==> src/rtl/spi_cmd_sequencer.sv <==
// Command FIFO feeding a single-outstanding SPI master handshake, with a one-entry response register.
// Optional transfer timeout is compiled in with `define SPI_SEQ_TIMEOUT_EN.
module spi_cmd_sequencer #(
  parameter int unsigned DEPTH          = 4,
  parameter logic [31:0] TIMEOUT_CYCLES = 32'd1000000
) (
  input  logic        clk_in,
  input  logic        rst,
  input  logic        cmd_valid,
  output logic        cmd_ready,
  input  logic [31:0] cmd_data,
  input  logic [5:0]  cmd_nbits,
  output logic        rsp_valid,
  input  logic        rsp_ready,
  output logic [31:0] rsp_data,
  output logic        rsp_err,
  output logic        spi_request,
  output logic [31:0] spi_mosi_data,
  output logic [5:0]  spi_nbits,
  input  logic        spi_ready,
  input  logic [31:0] spi_miso_data,
  output logic        busy,
  output logic [4:0]  level
);

  localparam int unsigned AW      = $clog2(DEPTH);
  localparam logic [4:0]  DEPTH_L = 5'(DEPTH);

  if (DEPTH < 2 || DEPTH > 16 || (DEPTH & (DEPTH - 1)) != 0 || TIMEOUT_CYCLES == 32'd0) begin : g_bad_params
    $error("spi_cmd_sequencer: DEPTH must be a power of two in 2..16 and TIMEOUT_CYCLES nonzero");
  end

  typedef enum logic [2:0] {IDLE, ISSUE, WAIT_LOW, WAIT_HIGH, STORE} state_t;

  state_t        state, state_nxt;
  logic [37:0]   fifo_mem [DEPTH];
  logic [37:0]   fifo_head;
  logic [AW-1:0] wr_ptr, rd_ptr;
  logic          push, pop, load_rsp;
  logic          tmo_hit;

  assign cmd_ready   = (level != DEPTH_L);
  assign push        = cmd_valid && cmd_ready;
  assign fifo_head   = fifo_mem[rd_ptr];
  assign spi_request = (state == ISSUE);
  assign busy        = (state != IDLE) || (level != 5'd0);

`ifdef SPI_SEQ_TIMEOUT_EN
  logic [31:0] tmo_cnt;
  logic        timed_out;

  always_ff @(posedge clk_in) begin
    if (rst) begin
      tmo_cnt   <= '0;
      timed_out <= 1'b0;
    end else begin
      unique case (state)
        ISSUE: begin
          tmo_cnt   <= '0;
          timed_out <= 1'b0;
        end
        WAIT_LOW, WAIT_HIGH: begin
          tmo_cnt <= tmo_cnt + 32'd1;
          if (tmo_hit) timed_out <= 1'b1;
        end
        default: ;
      endcase
    end
  end

  assign tmo_hit = ((state == WAIT_LOW) || (state == WAIT_HIGH)) &&
                   (tmo_cnt >= TIMEOUT_CYCLES - 32'd1);
`else
  assign tmo_hit = 1'b0;
  assign rsp_err = 1'b0;
`endif

  always_ff @(posedge clk_in) begin
    if (rst) state <= IDLE;
    else     state <= state_nxt;
  end

  always_comb begin
    state_nxt = state;
    pop       = 1'b0;
    load_rsp  = 1'b0;
    unique case (state)
      IDLE: begin
        if (level != 5'd0) begin
          pop       = 1'b1;
          state_nxt = ISSUE;
        end
      end
      ISSUE:     state_nxt = WAIT_LOW;
      // Ready is sticky from the previous transfer; see it fall before trusting a rise.
      WAIT_LOW:  if (!spi_ready) state_nxt = WAIT_HIGH;
      WAIT_HIGH: if (spi_ready)  state_nxt = STORE;
      STORE: begin
        if (!rsp_valid || rsp_ready) begin
          load_rsp  = 1'b1;
          state_nxt = IDLE;
        end
      end
      default:   state_nxt = IDLE;
    endcase
    if (tmo_hit) state_nxt = STORE;
  end

  always_ff @(posedge clk_in) begin
    if (push) fifo_mem[wr_ptr] <= {cmd_nbits, cmd_data};
  end

  always_ff @(posedge clk_in) begin
    if (rst) begin
      wr_ptr        <= '0;
      rd_ptr        <= '0;
      level         <= '0;
      spi_mosi_data <= '0;
      spi_nbits     <= '0;
    end else begin
      if (push) wr_ptr <= wr_ptr + AW'(1);
      if (pop) begin
        rd_ptr        <= rd_ptr + AW'(1);
        spi_mosi_data <= fifo_head[31:0];
        spi_nbits     <= fifo_head[37:32];
      end
      unique case ({push, pop})
        2'b10:   level <= level + 5'd1;
        2'b01:   level <= level - 5'd1;
        default: level <= level;
      endcase
    end
  end

  always_ff @(posedge clk_in) begin
    if (rst) begin
      rsp_valid <= 1'b0;
      rsp_data  <= '0;
`ifdef SPI_SEQ_TIMEOUT_EN
      rsp_err   <= 1'b0;
`endif
    end else if (load_rsp) begin
      rsp_valid <= 1'b1;
`ifdef SPI_SEQ_TIMEOUT_EN
      rsp_data  <= timed_out ? 32'd0 : spi_miso_data;
      rsp_err   <= timed_out;
`else
      rsp_data  <= spi_miso_data;
`endif
    end else if (rsp_valid && rsp_ready) begin
      rsp_valid <= 1'b0;
    end
  end

endmodule

==> config.mk <==
export PLATFORM = sky130hd
export DESIGN_NAME = spi_cmd_sequencer
export DESIGN_NICKNAME = d
export VERILOG_FILES = /design/src/rtl/spi_cmd_sequencer.sv
export SDC_FILE = /design/constraint.sdc
export NUM_CORES = 1
export LEC_CHECK = 0
export BUFFER_PORTS_ARGS = -buffer_cell sky130_fd_sc_hd__buf_4
export CAP_MARGIN = 20
export CORE_ASPECT_RATIO = 0.9
export CORE_UTILIZATION = 26
export CTS_CLUSTER_DIAMETER = 40
export CTS_CLUSTER_SIZE = 24
export DETAILED_ROUTE_END_ITERATION = 10
export RECOVER_POWER = 25
export SLEW_MARGIN = 30
export SYNTH_ARGS = -nofsm -noshare
export SYNTH_HDL_FRONTEND = slang
export SYNTH_SLANG_ARGS = --single-unit
==> constraint.sdc <==
create_clock -name clk_in -period 8.45 [get_ports clk_in]
set_input_delay 0.845 -clock clk_in [delete_from_list [all_inputs] [get_ports clk_in]]
set_output_delay 0.845 -clock clk_in [all_outputs]
set_load 0.05 [all_outputs]
; ---- After elaboration in Yosys (flattened, before gate mapping)
; Memories as Yosys holds them, arrays and structs flattened. A register that Yosys moved wholly into a read port is not among the register bits.
; Cells that the tools add are included.
[op_classes]
n_mux = 14
eq_ne = 11
reduce_logical = 11
add_sub_neg = 4
[op_table]
columns = cell, n
row1 = 3-bit case mux with 5 select lines, 1
row2 = 3-bit 2-to-1 mux, 4
row3 = 5-bit case mux with 2 select lines, 1
row4 = 1-bit 2-to-1 mux, 8
row5 = 2-bit inequality test (second input constant), 4
row6 = 3-bit by 2-bit equality test with 1-bit output (second input constant), 2
row7 = 5-bit by 1-bit adder with 5-bit output (second input constant), 1
row8 = 5-bit by 3-bit inequality test with 1-bit output (second input constant), 1
row9 = 5-bit nonzero test, 1
row10 = 5-bit by 1-bit subtractor with 5-bit output (second input constant), 1
row11 = 2-bit by 1-bit adder with 2-bit output (second input constant), 2
row12 = 4-bit AND reduction, 1
row13 = 2-bit nonzero test, 2
row14 = 3-bit by 1-bit equality test with 1-bit output (second input constant), 1
row15 = 3-bit equality test (second input constant), 1
row16 = 3-bit logical NOT, 1
row17 = 3-bit nonzero test, 1
row18 = 2-bit by 1-bit equality test with 1-bit output (second input constant), 1
row19 = 2-bit equality test (second input constant), 1
row20 = 1-bit logical AND, 2
row21 = 1-bit logical OR, 2
row22 = 1-bit logical NOT, 1
[word_totals]
elab_cells = 47
mem_bits_rw = 152
regBits = 45
memories = 1
input_bits = 75
output_inout_bits = 80
[memory_table]
columns = name, words, word_bits, read_ports, rd_clocked_by_memory_dff, write_ports, line_no
row1 = fifo_mem, 4, 38, 1, 1, 1, 36  ; logic [37:0] fifo_mem [DEPTH];

; ---- Depth between registers and ports, before layout
; Gate-level depths: netlist of run 1.
[depth]
word_depth = 5
mapped_depth = 13
mapped_depth_nobuf = 10

; ---- Worst setup path after synthesis of run 1
; Ideal clock, no wire load.
[synth_timing]
path_kind = register to register
from = register level[3]
to = register level[4]
path_slack_ps = 5353
synth_period_minus_slack_ps = 3097
stages_incl_launch_ff = 13
setup_ps = 121
path_buffers = 2
required_time_ps = 8329
t_arrival_ps = 2976
cell_sequence = dfxtp_1 > clkbuf_2 > nor2_1 > a31oi_1 > inv_1 > ha_1 > clkbuf_1 > xor2_1 > ha_1 > nor2b_1 > a22oi_1 > a31oi_1 > mux2_2
[synth_between]
elab_chain_cells = 5
word_cells_on_any_way = 11
classes_between = add/sub (2) / eq/ne (3) / mux (3) / reduce/logical (3)
[synth_rtl]
columns = item, line_no
row1 = from (decl), 23  ; output logic [4:0] level
row2 = from (signal assigned), 128  ; 2'b10: level <= level + 5'd1;
row3 = from (signal assigned), 129  ; 2'b01: level <= level - 5'd1;
row4 = from (signal assigned), 130  ; default: level <= level;
row5 = 5-bit nonzero test, 89  ; if (level != 5'd0) begin
row6 = 1-bit 2-to-1 mux, 89
row7 = 1-bit 2-to-1 mux, 87  ; unique case (state)
row8 = 2-bit by 1-bit equality test with 1-bit output / 2-bit equality test (equally long branches), 127  ; unique case ({push, pop})
row9 = 5-bit case mux with 2 select lines / 2-bit nonzero test (equally long branches), n/a
; Parallel ways exist; a longest one is shown, timed or not.
; A chain may end at the register's enable or synchronous reset.

; ---- Final worst setup path of run 1
[layout_timing]
from = register state[2]
to = register level[4]
[layout_between]
elab_chain_cells = 4
word_cells_on_any_way = 6
classes_between = eq/ne (2) / mux (2) / reduce/logical (2)
[layout_rtl]
columns = item, line_no
row1 = from (decl), 35  ; state_t state, state_nxt;
row2 = from (signal assigned), 80  ; else state <= state_nxt;
row3 = 3-bit logical NOT (*), 87
row4 = 1-bit 2-to-1 mux (*), 87
row5 = 2-bit by 1-bit equality test with 1-bit output / 2-bit equality test (equally long branches), 127
row6 = 5-bit case mux with 2 select lines / 2-bit nonzero test (equally long branches), n/a
; Every way passes the cells marked *; elsewhere a longest branch is shown, timed or not.

==> results of run 1 <==
[logic make-up after synthesis]
family	after synthesis	share of synthesized area, %
muxes	42	10.3
AOI/OAI and AO/OA	87	5.38
xor gates and xnor gates	7	0.705
DFF	235	71.6
adders and majority gates	7	1.01
and+or+nand+nor	179	8.49
other	1	0.0431
buffers and inverters	43	2.45
[worst register-to-register path: cells and delay by family, from the launching register on]
| kind | cells | cell delay, ps |
|---|---|---|
| muxes | 1 | 350 |
| DFF | 1 | 370 |
| buffers and inverters | 2 | 980 |
| xor gates and xnor gates | 1 | 130 |
| AOI/OAI and AO/OA | 3 | 430 |
| and+or+nand+nor | 2 | 700 |
| adders and majority gates | 2 | 730 |
[cells in the final DEF (no fill, tap or decap), types with 2 or more instances in the layout]
master	count
inv_1	4
dfxtp_1	81
mux2_2	2
nor3_1	3
xor2_1	5
clkbuf_16	30
clkbuf_8	3
dfxtp_4	2
nand2_1	142
mux4_2	38
clkinv_2	3
a31oi_1	2
edfxtp_1	152
xnor2_1	2
nand4b_1	2
nor2b_1	4
o21ai_0	2
ha_1	7
and2_4	4
nand3_1	3
buf_4	121
clkinv_8	2
inv_8	2
a21oi_1	77
bufinv_16	2
mux2i_1	2
clkinv_1	2
nor2_1	12
clkbuf_1	35
[registers in the layout, indices dropped and copies added, names as in the netlist]
name,flops
wr_ptr,2
rsp_data,32
state,3
fifo_mem,152
rsp_valid,1
rd_ptr,2
level,5
spi_nbits,6
spi_mosi_data,32
[worst min-delay path by stage]
stage | start | to | slack [ps] | cells past startpoint
floorplan | state[2]$_SDFFE_PP0P_ | state[1]$_SDFFE_PP0P_ | 510 | 1
global placement | rsp_data[11]$_SDFFE_PP0P_ | rsp_data[11]$_SDFFE_PP0P_ | 440 | 2
detailed placement | rsp_data[4]$_SDFFE_PP0P_ | rsp_data[4]$_SDFFE_PP0P_ | 450 | 2
CTS | rsp_data[12]$_SDFFE_PP0P_ | rsp_data[12]$_SDFFE_PP0P_ | 450 | 2
global route | spi_mosi_data[28]$_SDFFE_PP0P_ | spi_mosi_data[28]$_SDFFE_PP0P_ | 470 | 2
finish | spi_mosi_data[29]$_SDFFE_PP0P_ | spi_mosi_data[29]$_SDFFE_PP0P_ | 450 | 2
[cell usage after synthesis]
cell type	count	area, um2
xor2_1	5	43.8
nor2_1	12	45.0
mux2i_1	2	20.0
dfxtp_1	83	1660
o31ai_4	1	21.3
buf_2	13	65.1
nor3_1	3	15.0
o21ai_0	2	10.0
mux2_2	2	22.5
and2_1	4	25.0
a22oi_1	1	7.51
or3_4	1	11.3
nor2b_1	4	25.0
nand2b_1	1	6.26
buf_4	1	7.51
ha_1	7	87.6
nand2_1	142	533
clkbuf_2	1	5.00
nand4b_1	2	17.5
nand3_1	4	20.0
nand3b_1	1	7.51
a31oi_1	2	12.5
o21a_1	1	7.51
nor3b_1	1	7.51
or3_1	1	6.26
mux4_2	38	856
clkbuf_1	19	71.3
o31ai_1	1	7.51
inv_1	5	18.8
and3_1	2	12.5
xnor2_1	2	17.5
nor4_1	1	6.26
o311ai_0	1	8.76
conb_1	1	3.75
edfxtp_1	152	4560
o21bai_1	1	7.51
a21oi_1	77	385
buf_6	4	45.0
[power groups by stage]
stage / sequential [mW] / combinational [mW] / clock [mW]
after floorplan: 1.85 / 0.570 / 0
final: 1.56 / 1.16 / 1.20
after global placement: 1.59 / 1.18 / 0
after CTS: 1.57 / 1.20 / 1.23
after global routing: 1.59 / 1.26 / 1.28
after detailed placement: 1.59 / 1.19 / 0
[per-stage QoR]
| stage | area, um2 | utilization [%] | std cells | setup slack, ps | hold WS [ps] |
|---|---|---|---|---|---|
| after floorplan | 8700 | - | 601 | 5350 | 510 |
| after global placement | 10200 | 30.9 | 1139 | 4790 | 442 |
| after detailed placement | 10200 | 31.0 | 1139 | 4620 | 447 |
| after CTS | 11200 | 33.9 | 1187 | 4620 | 454 |
| after global routing | 11000 | 33.5 | 1187 | 4350 | 471 |
| final | 11000 | 33.5 | 1187 | 4660 | 452 |
[layer usage]
layer,vias up,track usage (%),share of wire [%]
met5,-,0,0.067
met4,2,2.76,2.2
met3,30,2.34,6.5
met2,179,18.7,47
met1,2499,15.1,45
li1,2465,-,-
[cell type report]
type / count / area, um2 / area share (%)
sequential: 235 / 6230 / 56.5
multi-input combinational: 323 / 2270 / 20.6
timing repair buffer: 154 / 1030 / 9.35
clock buffer: 35 / 800 / 7.24
tap: 422 / 528 / 4.78
clock inverter: 13 / 155 / 1.41
inverter: 5 / 18.8 / 0.170
==> results.py, run 1 <==
metrics = {
    "global_routing": {
        "track_usage_pct": 11.3,
        "grt_pass1_vias": 5151,
        "antenna_found_initial": 1,
        "gr-total-overflow": 0,
        "grt_max_degree": 86,
        "grt_pass1_wl_um": 29800,
    },
    "critical_path": {
        "critical_path.startpoint": "state[2]$_SDFFE_PP0P_",
        "critPathKind": "flip-flop to flip-flop",
        "r2r-end": "level[4]$_SDFFE_PP0P_",
        "crit_top_cell": "ha_1",
        "path_delay_family": "buffers and inverters",
        "reg2reg_from": "state[2]$_SDFFE_PP0P_",
        "cp_max_fo": 41,
        "cp_slowest_cell": "inv_2",
        "arrival_ps": 4190,
        "crit_chain": "nor3_1 -> o31ai_4 -> buf_4 -> inv_2 -> ha_1 -> xor2_1 -> ha_1 -> nor2b_1 -> a22oi_1 -> a31oi_1 -> mux2_2",
        "start_kind": "flip-flop",
        "r2r_setup_slack_ps": 4660,
        "end_kind": "flip-flop",
        "cp.depth": 11,
        "cp-endpoint": "level[4]$_SDFFE_PP0P_",
        "max_stage_delay_ps": 670,
        "path_buf_inv": 2,
        "required_ps": 8860,
        "ff2ff_path_depth": 11,
    },
    "yosys": {
        "yosysUniqueCellTypes": 38,
        "synthesis.instances": 601,
        "ys_seq_area_share_pct": 71.6,
        "ys_seq_elements": 235,
        "post_synth.cell_area_avg_um2": 14.5,
        "synthesis.area_um2": 8700,
        "synth_fp_nets": 683,
        "synth_warnings": 0,
    },
    "status": {
        "outcome": "finished clean",
    },
    "drt": {
        "dr.first_iter.drc_count": 262,
        "firstDrtPassIters": 4,
        "wirelength_um": 19400,
        "post-route-drc-count": 0,
        "vias": 5175,
        "vias_per_cell": 4.36,
        "antenna_left": 0,
        "wire_per_inst_um": 16.4,
    },
    "clocking": {
        "htree_num_levels": 1,
        "cts-resized-gates": 0,
        "clk_latency_ps": 530,
        "clkTransAtPathRegs_ps": 60,
        "clk_path_buf_depth": 3,
        "root_buffer": "clkbuf_16",
        "cts_setup_buffers": 0,
        "cts_tree": "built",
        "cts.sinks": 235,
        "postCtsHoldBufs": 0,
        "numCtsBuffers": 26,
    },
    "pwr": {
        "p_switching_mw": 1.38,
        "cellPowerDensity_nw_per_um2": 356,
        "sw_frac_of_total_pct": 35.1,
        "peakVddDrop_uv": 226,
        "total_power_mw": 3.93,
        "combPwrFrac_pct": 29.6,
        "pwr-share-seq_pct": 39.7,
        "pwr-share-clk_pct": 30.7,
        "p_int_mw": 2.55,
        "p_leak_nw": 3.86,
    },
    "final_layout": {
        "diodes": 0,
        "nFillCells": 3230,
        "area_delta_synth_final_pct": 27.0,
        "drive_above_1_share_pct": 28.2,
        "nets": 827,
    },
    "placed_design": {
        "portBuffers": 153,
        "place.gp.congestion": 0.723,
        "dp_hpwl_um": 12100,
    },
    "floorplan": {
        "die_x_um": 195,
        "start_util_pct": 26.4,
        "die_h_um": 175,
        "io_pins": 155,
        "core.rowCount": 63,
        "dieArea_um2": 34200,
        "core_area_um2": 32900,
    },
    "sta": {
        "grt_setup_unrepaired": "no",
        "setup_viol": 0,
        "maxSlewHeadroom_pct": 38.4,
        "hold_viol": 0,
        "final.period_utilization_pct": 44.8,
        "max_freq_mhz": 264,
        "worstMarginPinSlew_ps": 923,
        "finalCriticalPeriod_ps": 3790,
        "slew_viol_final": 0,
        "skew_ps": 20.9,
        "setup_tns_ps": 0,
    },
    "flow_run": {
        "max_cap_viol_count": 0,
    },
    "worst_hold_path": {
        "holdCritPathClass": "flip-flop to flip-flop",
    },
}
Power figures use the tool's default switching activity.
==> run 2, diff against run 1 <==
==> constraint.sdc (replaced) <==
create_clock -name clk_in -period 3.7 [get_ports clk_in]
set_input_delay 0.37 -clock clk_in [delete_from_list [all_inputs] [get_ports clk_in]]
set_output_delay 0.37 -clock clk_in [all_outputs]
set_load 0.05 [all_outputs]
==> run 2 against run 1 <==
Effect of this change: routed wire length is 1.8% higher; count of clock-buffer cells in the layout is 2 higher; register-to-register slack worse by 3900 ps; non-clock buffer count is 11 higher; utilization is 1.1 points higher; combinational power is 130% higher; power is 150% higher; clock power grew to 2.9 times the previous value; global-route usage is 0.40 points higher; largest power group unchanged.
==> results.py, run 2 (synthesis results as in run 1) <==
metrics = {
    "clocking": {
        "postCtsHoldBufs": 0,
        "htree_num_levels": 2,
        "clk_path_buf_depth": 3,
        "cts_tree": "built",
        "cts_setup_buffers": 0,
        "cts.sinks": 235,
        "clkTransAtPathRegs_ps": 60,
        "numCtsBuffers": 34,
        "cts-resized-gates": 0,
        "clk_latency_ps": 500,
        "root_buffer": "clkbuf_16",
    },
    "global_routing": {
        "grt_pass1_vias": 5401,
        "grt_max_degree": 86,
        "use_met2_pct": 18.6,
        "gr-total-overflow": 0,
        "use_met3_pct": 3.36,
        "gr-max-usage-layer": "met2",
        "track_usage_pct": 11.7,
        "met1_usage_pct": 15.5,
        "antenna_found_initial": 0,
        "grt_pass1_wl_um": 30900,
    },
    "floorplan": {
        "core.rowCount": 63,
        "dieArea_um2": 34200,
        "core_area_um2": 32900,
        "io_pins": 155,
        "die_x_um": 195,
        "start_util_pct": 26.4,
        "die_h_um": 175,
    },
    "placed_design": {
        "place_inst": 1149,
        "portBuffers": 153,
        "placed_cell_area_um2": 10300,
        "dp_hpwl_um": 12400,
        "place_ws_ps": 777,
        "place.gp.congestion": 0.719,
    },
    "sta": {
        "fin_ws_ps": 810,
        "setup_tns_ps": 0,
        "slew_viol_final": 0,
        "setup_viol": 0,
        "maxSlewHeadroom_pct": 43.3,
        "finalCriticalPeriod_ps": 2890,
        "skew_ps": 25.4,
        "max_freq_mhz": 346,
        "worstMarginPinSlew_ps": 851,
        "final.period_utilization_pct": 78.1,
        "grt_setup_unrepaired": "no",
        "holdWs_ps": 88.9,
        "hold_viol": 0,
    },
    "pwr": {
        "peakVddDrop_uv": 523,
        "p_leak_nw": 4.05,
        "p_switching_mw": 3.31,
        "combPwrFrac_pct": 27.9,
        "pwr-share-seq_pct": 36.8,
        "sw_frac_of_total_pct": 34.2,
        "cellPowerDensity_nw_per_um2": 849,
        "p_int_mw": 6.37,
        "pwr-share-clk_pct": 35.3,
        "total_power_mw": 9.68,
    },
    "critical_path": {
        "required_ps": 4080,
        "critPathKind": "flip-flop to flip-flop",
        "arrival_ps": 3270,
        "cp_max_fo": 40,
        "start_kind": "flip-flop",
        "ff2ff_path_depth": 9,
        "end_kind": "flip-flop",
    },
    "final_layout": {
        "diodes": 0,
        "drive_above_1_share_pct": 30.8,
        "largest_reg_flops": 152,
        "largestRegisters": "fifo_mem x152, rsp_data x32, spi_mosi_data x32",
        "final_area_um2": 11400,
        "ff_latch_area_um2": 6230,
        "final_common_cell": "edfxtp_1",
        "multi_input_area_um2": 2270,
        "nets": 846,
        "utilization_pct": 34.6,
        "instances_no_fill": 1211,
        "nFillCells": 3204,
        "top_register": "fifo_mem",
        "area_delta_synth_final_pct": 31.1,
        "final_cell_mix": "152 x edfxtp_1, 142 x nand2_1, 132 x buf_4, 81 x dfxtp_1, 77 x a21oi_1",
    },
    "drt": {
        "vias_per_cell": 4.37,
        "firstDrtPassIters": 4,
        "antenna_left": 0,
        "vias": 5295,
        "wirelength_um": 19800,
        "wire_per_inst_um": 16.3,
        "post-route-drc-count": 0,
        "dr.first_iter.drc_count": 230,
    },
    "status": {
        "outcome": "finished clean",
    },
    "worst_hold_path": {
        "worstHoldPathCells": 1,
        "holdCritPathClass": "input pin to flip-flop",
    },
    "flow_run": {
        "max_cap_viol_count": 0,
    },
}
-- run 2: cell types whose count changed in the layout (fill, tap and decap cells not counted), moves of 2 or more --
| cell | previous run | this run |
|---|---|---|
| clkbuf_1 | 35 | 33 |
| and2_4 | 4 | 0 |
| inv_6 | 1 | 7 |
| clkinv_8 | 2 | 0 |
| clkinvlp_4 | 0 | 3 |
| buf_4 | 121 | 132 |
| clkbuf_8 | 3 | 1 |
| and2_2 | 0 | 4 |
| clkbuf_16 | 30 | 35 |
| bufinv_16 | 2 | 6 |
-- run 2: layer usage --
metal	vias to the layer above	routed length (um)
met5	-	0
met4	0	370
met3	37	1440
met2	195	9010
met1	2540	8940
li1	2523	-
-- run 2: worst max-delay path: stages, from the launching register on --
cell     delay (ps)
dfxtp_1         370
nor3_1          540
o31ai_4         160
inv_2            90
buf_4           430
ha_1            370
xor2_1          180
a22oi_1         100
a31oi_1         210
mux2_2          350
-- run 2: path summary, 6_finish.rpt --
kind / start / end / slack (ps)
max: state[2]$_SDFFE_PP0P_ / level[4]$_SDFFE_PP0P_ / 810
min reg2reg: rsp_data[17]$_SDFFE_PP0P_ / rsp_data[17]$_SDFFE_PP0P_ / 450
min: cmd_data[20] / fifo_mem[0][20]$_DFFE_PP_ / 90
max reg2reg: state[2]$_SDFFE_PP0P_ / level[4]$_SDFFE_PP0P_ / 810
-- run 2: area by class of cell --
type                       count  area share [%]
sequential                   235            54.7
clock buffer                  37            7.83
timing repair buffer         165            9.98
multi-input combinational    323            19.9
inverter                       5           0.165
clock inverter                24            2.83
tap                          422            4.63
-- run 2: power by group through the flow --
stage          registers [mW]  clock network, mW  logic (mW)
2_1_floorplan            4.21                  0        1.30
3_3_place_gp             3.61                  0        2.75
3_5_place_dp             3.62                  0        2.77
4_1_cts                  3.58               3.50        2.78
5_1_grt                  3.63               3.63        2.92
6_report                 3.56               3.42        2.70
